**config.mk**
```make
export PLATFORM = sky130hd
export DESIGN_NAME = reg0_uart_tx
export DESIGN_NICKNAME = d
export VERILOG_FILES = /design/src/rtl/reg0_uart_tx.sv
export SDC_FILE = /design/constraint.sdc
export NUM_CORES = 1
export LEC_CHECK = 0
export BUFFER_PORTS_ARGS = -buffer_cell sky130_fd_sc_hd__buf_2
export CAP_MARGIN = 20
export CORE_UTILIZATION = 28
export CTS_CLUSTER_DIAMETER = 60
export DETAILED_ROUTE_END_ITERATION = 10
export PLACE_DENSITY = 0.53
export SKIP_CTS_REPAIR_TIMING = 1
export SYNTH_ARGS = -nofsm -noshare
export SYNTH_HDL_FRONTEND = slang
export SYNTH_SLANG_ARGS = --single-unit
```
**constraint.sdc**
```tcl
create_clock -name clk -period 6.6 [get_ports clk]
set_input_delay 0.99 -clock clk [delete_from_list [all_inputs] [get_ports clk]]
set_output_delay 0.99 -clock clk [all_outputs]
set_load 0.02 [all_outputs]
```
**src/rtl/reg0_uart_tx.sv**
```systemverilog
// reg0_uart_tx: FIFO-buffered 8N1 UART transmitter for bytes the core stores to reg0
module reg0_uart_tx #(
  parameter int CLK_DIV = 434,
  parameter int FIFO_DEPTH = 4
) (
  input  logic       rst,
  input  logic       clk,
  input  logic [7:0] reg0,
  input  logic       reg0_wr,
  output logic       tx,
  output logic       busy,
  output logic       full,
  output logic       overflow
);
  localparam int TW = $clog2(CLK_DIV);
  localparam int AW = $clog2(FIFO_DEPTH);
  localparam int CW = AW + 1;
  localparam logic [TW-1:0] RELOAD = TW'(CLK_DIV - 1);
  typedef enum logic [1:0] {IDLE, START, DATA, STOP} state_t;
  state_t state;
  logic [7:0] mem [FIFO_DEPTH];
  logic [AW-1:0] wptr, rptr;
  logic [CW-1:0] count;
  logic [TW-1:0] timer;
  logic [2:0] idx;
  logic [7:0] shift;
  logic push, pop, nonempty;
  assign nonempty = count != '0;
  assign full = count == CW'(FIFO_DEPTH);
  assign busy = (state != IDLE) | nonempty;
  assign push = reg0_wr & ~full;
  assign pop = nonempty & ((state == IDLE) | ((state == STOP) & (timer == '0)));
  // FIFO storage; contents need no reset since the pointers define validity
  always_ff @(posedge clk)
    if (push) mem[wptr] <= reg0;
  // FIFO bookkeeping and the transmit state machine
  always_ff @(posedge clk or posedge rst) begin
    if (rst) begin
      wptr <= '0;
      rptr <= '0;
      count <= '0;
      overflow <= 1'b0;
      state <= IDLE;
      timer <= '0;
      idx <= '0;
      shift <= '0;
      tx <= 1'b1;
    end else begin
      if (push) wptr <= wptr + 1'b1;
      if (pop) rptr <= rptr + 1'b1;
      count <= count + CW'(push) - CW'(pop);
      if (reg0_wr & full) overflow <= 1'b1;
      case (state)
        IDLE: begin
          tx <= ~nonempty;
          if (nonempty) begin
            shift <= mem[rptr];
            timer <= RELOAD;
            state <= START;
          end
        end
        START: begin
          timer <= (timer == '0) ? RELOAD : timer - 1'b1;
          if (timer == '0) begin
            tx <= shift[0];
            idx <= '0;
            state <= DATA;
          end
        end
        DATA: begin
          timer <= (timer == '0) ? RELOAD : timer - 1'b1;
          if (timer == '0) begin
            if (idx != 3'd7) begin
              shift <= shift >> 1;
              tx <= shift[1];
              idx <= idx + 1'b1;
            end else begin
              tx <= 1'b1;
              state <= STOP;
            end
          end
        end
        default: begin
          timer <= (timer == '0) ? RELOAD : timer - 1'b1;
          if (timer == '0) begin
            if (nonempty) begin
              shift <= mem[rptr];
              tx <= 1'b0;
              state <= START;
            end else begin
              state <= IDLE;
            end
          end
        end
      endcase
    end
  end
endmodule

```
### After elaboration in Yosys (flattened, before gate mapping)

Memory sizes are Yosys's and may differ from the RTL's.
Index checks and enable logic that the tools add are counted.
Widths: inputs -> output; s select.

| operators by class | value |
|---|---|
| add/subtract/negate cells | 6 |
| eq/ne operators | 10 |
| multiplexer cells | 27 |
| bitwise logic cells | 9 |
| reductions and logical operators | 11 |

Operator list:

| cell | number |
|---|---|
| $mux 8 | 4 |
| $mux 9 | 3 |
| $pmux 8 s3 | 1 |
| $reduce_and 4->1 | 3 |
| $mux 2 | 5 |
| $ne 2x2->1 const B | 5 |
| $logic_not 9->1 | 1 |
| $mux 3 | 3 |
| $sub 9x1->9 const B | 1 |
| $mux 1 | 8 |
| $pmux 2 s3 | 1 |
| $pmux 3 s2 | 1 |
| $reduce_bool 2->1 | 3 |
| $reduce_and 5->1 | 1 |
| $add 2x1->2 const B | 2 |
| $and 1x1->1 | 4 |
| $eq 2x2->1 const B | 2 |
| $reduce_bool 4->1 | 1 |
| $add 3x1->3 | 1 |
| $add 3x1->3 const B | 1 |
| $eq 3x3->1 const B | 1 |
| $ne 3x3->1 const B | 1 |
| $not 1->1 | 3 |
| $pmux 1 s3 | 1 |
| other kinds (5) | 6 |

| storage, ports and cells | value |
|---|---|
| register bits after elaboration | 31 |
| memory bits (writable) | 32 |
| output and inout port bits | 4 |
| memories kept | 1 |

Memories:

| memory | words | bits a word | rd ports | clocked after memory_dff | write ports | line | text |
|---|---|---|---|---|---|---|---|
| mem | 4 | 8 | 1 | 0 | 1 | 21 | `logic [7:0] mem [FIFO_DEPTH];` |

### Longest topological paths before layout

| depth | value |
|---|---|
| word-level depth | 5 |
| gate-level depth with buffers | 11 |
| mapped depth without buffers | 11 |

### Worst setup path after synthesis

No wires, ideal clock.

| timing | value |
|---|---|
| path kind | input port to flip-flop |
| start | input reg0_wr |
| end | register count[2] |
| setup time | 0.124 ns |
| data arrival time | 2.473 ns |
| setup slack | 4.003 ns |
| stages | 9 |
| path buffers | 1 |
| path through | nor2b_1 > clkbuf_1 > inv_1 > ha_1 > inv_1 > ha_1 > fa_1 > xor2_1 > xnor2_1 |

| on the way | value |
|---|---|
| longest elaborated chain between the ends | 3 |

Ends and longest elaborated chain:

| item | line | text |
|---|---|---|
| start: declaration | 9 | `input logic reg0_wr,` |
| $and 1x1->1 | 31 | `assign push = reg0_wr & ~full;` |
| $add 3x1->3 | 51 | `count <= count + CW'(push) - CW'(pop);` |
| $sub 3x1->3 | 51 |  |
| end signal: assignment | 51 |  |
| end: declaration | 23 | `logic [CW-1:0] count;` |

No other way between the ends.
A chain may end at the register's enable or synchronous reset.

### Worst setup path in the final report

| timing | value |
|---|---|
| start | register state[0] |
| end | output busy |

| on the way | value |
|---|---|
| longest elaborated chain between the ends | 2 |

Ends and longest elaborated chain:

| item | line | text |
|---|---|---|
| start: declaration | 20 | `state_t state;` |
| start signal: assignment | 43 | `state <= IDLE;` |
| start signal: assignment | 59 | `state <= START;` |
| start signal: assignment | 67 | `state <= DATA;` |
| $reduce_bool 2->1 | 30 | `assign busy = (state != IDLE) \| nonempty;` |
| $or 1x1->1 | 30 |  |
| end: declaration | 11 | `output logic busy,` |

No other way between the ends.

==> impl_metrics.yaml <==
die:
  die_area_sq_um: 10820
  num_rows: 36
  ios: 15
  die_h_um: 104.0
  start_util_pct: 29.39
  core_sq_um: 9910
  die_width_um: 104.0
power_and_ir_drop:
  leakagePower_uw: 0.001313
  p_per_area_nw_per_um2: 284.0
  ir_worst_vdd_uv: 186.4
layout:
  final_layout_size_suffix_gt1_share_pct: 27.27
  final_area_sq_um: 3306
  diodes: 0
  fin_nets: 251
  syn2layout_area_growth_pct: 13.49
  stdcell_count: 364
  fin_util_pct: 33.36
global_routing:
  grt-ovfl-total: 0
  track_usage_pct: 10.51
  grt_pass1_wl_um: 8776
  grt_pass1_vias: 1747
  grt_start_max_net_pins: 28
  antenna_found_initial: 0
clocking:
  clkSlewWorstSetupHoldPaths_ps: 70
  clkSinkCount: 63
  cts_tree: "done"
  cts_inserted_buffers: 9
  cts_root_buf: "clkbuf_8"
  cts_buffer_depth: 2
  cts_max_level: 3
  clk_latency_ps: 340
timing:
  setup_violations: 0
  rsz0062_at_grt: "false"
  relSlewSlack_pct: 58.82
  fmax_mhz: 313.1
  fin_worst_skew_ps: 8.110
  worstMarginPinSlew_ps: 613.0
  maxSlewViolCount: 0
  final-hold-violation-count: 0
  fin_crit_ps: 3194
  period_share_pct: 48.40
  fin_ws_ps: 3406
  fin_setup_tns_ps: 0
drt:
  post_drt_wl_per_cell_um: 14.23
  drt-initial-drc-count: 78
  drt_wl_total_um: 5181
  dr.pass1.iters: 4
  wl_met3_um: 146
  wl_met1_um: 2468
  vias_per_cell: 4.766
  drc: 0
  num_vias: 1735
  top_layer_used: "met4"
  ant_nets: 0
  wl_met2_um: 2480
place:
  place_area_sq_um: 3127
  port_buffers: 14
  place_congestion: 0.7252
  hpwlAfterDp_um: 3513
  dp_slack_ps: 3740
  dp.cells: 348
hold_path:
  hold_class: "reg2reg"
  hold_end: "overflow"
  holdCritStartpoint: "overflow"
  whs_path_depth: 1
synth:
  ys_warn_count: 0
  ys_seq_area_share_pct: 59.66
  ys_async_sr_fraction_pct: 49.21
  syn_avg_cell_area_sq_um: 14.07
  ys_ff_latch: 63
  syn-cell-area_sq_um: 2913
  synth_enable_flop_cells: 32
  synthDistinctLibCells: 45
  synth_nets: 232
  synth_ff_type: "edfxtp_1"
  synth_cells: 207
critical_path:
  worst-path-max-fanout: 11
  slowest_stage: "or4b_2"
  start_kind: "flip-flop"
  endpoint_kind: "output port"
  crit_path_cell_trace: "inv_1, ha_1, or4b_2, buf_2"
  cp_num_buf_inv: 2
  worst-endpoint-required_ps: 5610
  cp_data_arrival_time_ps: 2200
  cpPeakStageDelay_ps: 780
  cpLargestDelayFamily: "simple AND/OR/NAND/NOR gates"
  r2r-end: "count[2]"
  r2r_slack_ps: 3920
  rr_startpoint: "timer[0]"
  crit_type: "reg2out"
  r2r_cells: 11
run_status:
  status: "finished clean"
flow_run:
  cap_violations: 0
==> how the worst max path moves through the flow <==
stage | from | to | cells after the start | slack (ps)
3_3_place_gp | reg0_wr | count[2] | 9 | 3800
4_1_cts | state[0] | busy | 4 | 3370
2_1_floorplan | reg0_wr | count[2] | 9 | 4000
3_5_place_dp | reg0_wr | count[2] | 9 | 3740
5_1_grt | state[0] | busy | 4 | 3290
6_report | state[0] | busy | 4 | 3410
==> layout make-up <==
type	instances	area, sq um
fill	1017	6604
tap	133	166.4
clock inverter	7	55.05
clock buffer	9	123.9
timing repair buffer	15	77.57
multi-input combinational	122	1089
inverter	15	56.30
sequential	63	1738
==> cell usage in the layout (no fill, tap or decap), drive strengths merged, types with 2 or more instances in the layout <==
cell       n
mux4       8
nor3b      3
and2       4
nor4       3
a21oi      8
a22o       3
nand2      7
a21o       2
or4        2
o31ai      3
xnor2      2
nor2       7
inv       18
clkbuf     9
dfrtp     30
mux2      15
ha        13
buf       15
xor2       3
o21ai     13
o2bb2ai    2
a41oi      2
nor3       6
clkinv     2
a31oi      2
clkinvlp   2
edfxtp    32
==> cells by family (layout without fill, tap and decap cells) <==
kind of cell             after synthesis  after routing  synth area share [%]
AO/OA/AOI/OAI                         40             40                 9.322
XOR/XNOR                               5              5                 1.504
adder cells (fa/ha/maj)               14             14                 6.272
buffers and inverters                 22             46                 2.963
flip-flops                            63             63                 59.67
multiplexers                          24             24                 12.33
AND/OR/NAND/NOR                       39             39                 7.947
==> synth_stat cells (4+ instances only) <==
master	instances	area, sq um
edfxtp_1	32	960.9
dfrtp_1	30	750.7
mux2_2	15	168.9
inv_1	14	52.55
ha_1	13	162.7
o21ai_0	12	60.06
a21oi_1	8	40.04
mux4_2	8	180.2
nand2_1	7	26.28
nor2_1	7	26.28
nor3_1	5	25.02
and2_1	4	25.02
clkbuf_1	4	15.01
==> where the power goes <==
part	leakage, uW	internal (uW)	switching (uW)
logic	0.000563	53.6	76.5
registers	0.000663	476	27.7
clock network	0.0000866	140	165
==> stage by stage <==
| stage | power (uW) | hold WS (ps) |
|---|---|---|
| after CTS | 956.1 | 462.8 |
| after global placement | 642.3 | 434.5 |
| final | 938.9 | 456.7 |
| after global routing | 996.1 | 470.8 |
| after floorplan | 602.2 | 475.4 |
| after detailed placement | 646.7 | 443.4 |
==> routing by layer <==
layer	vias to the layer above	track usage [%]
met5	-	0
met4	0	5.204
met3	10	2.820
met2	36	16.19
met1	872	13.63
li1	817	-
==> sequential cells by signal, summed over array words and instances, names as in the netlist, 2 cells and up <==
name,cells
idx,3
count,3
timer,9
mem,32
rptr,2
wptr,2
shift,8
state,2
(Power assumes the default switching activity.)
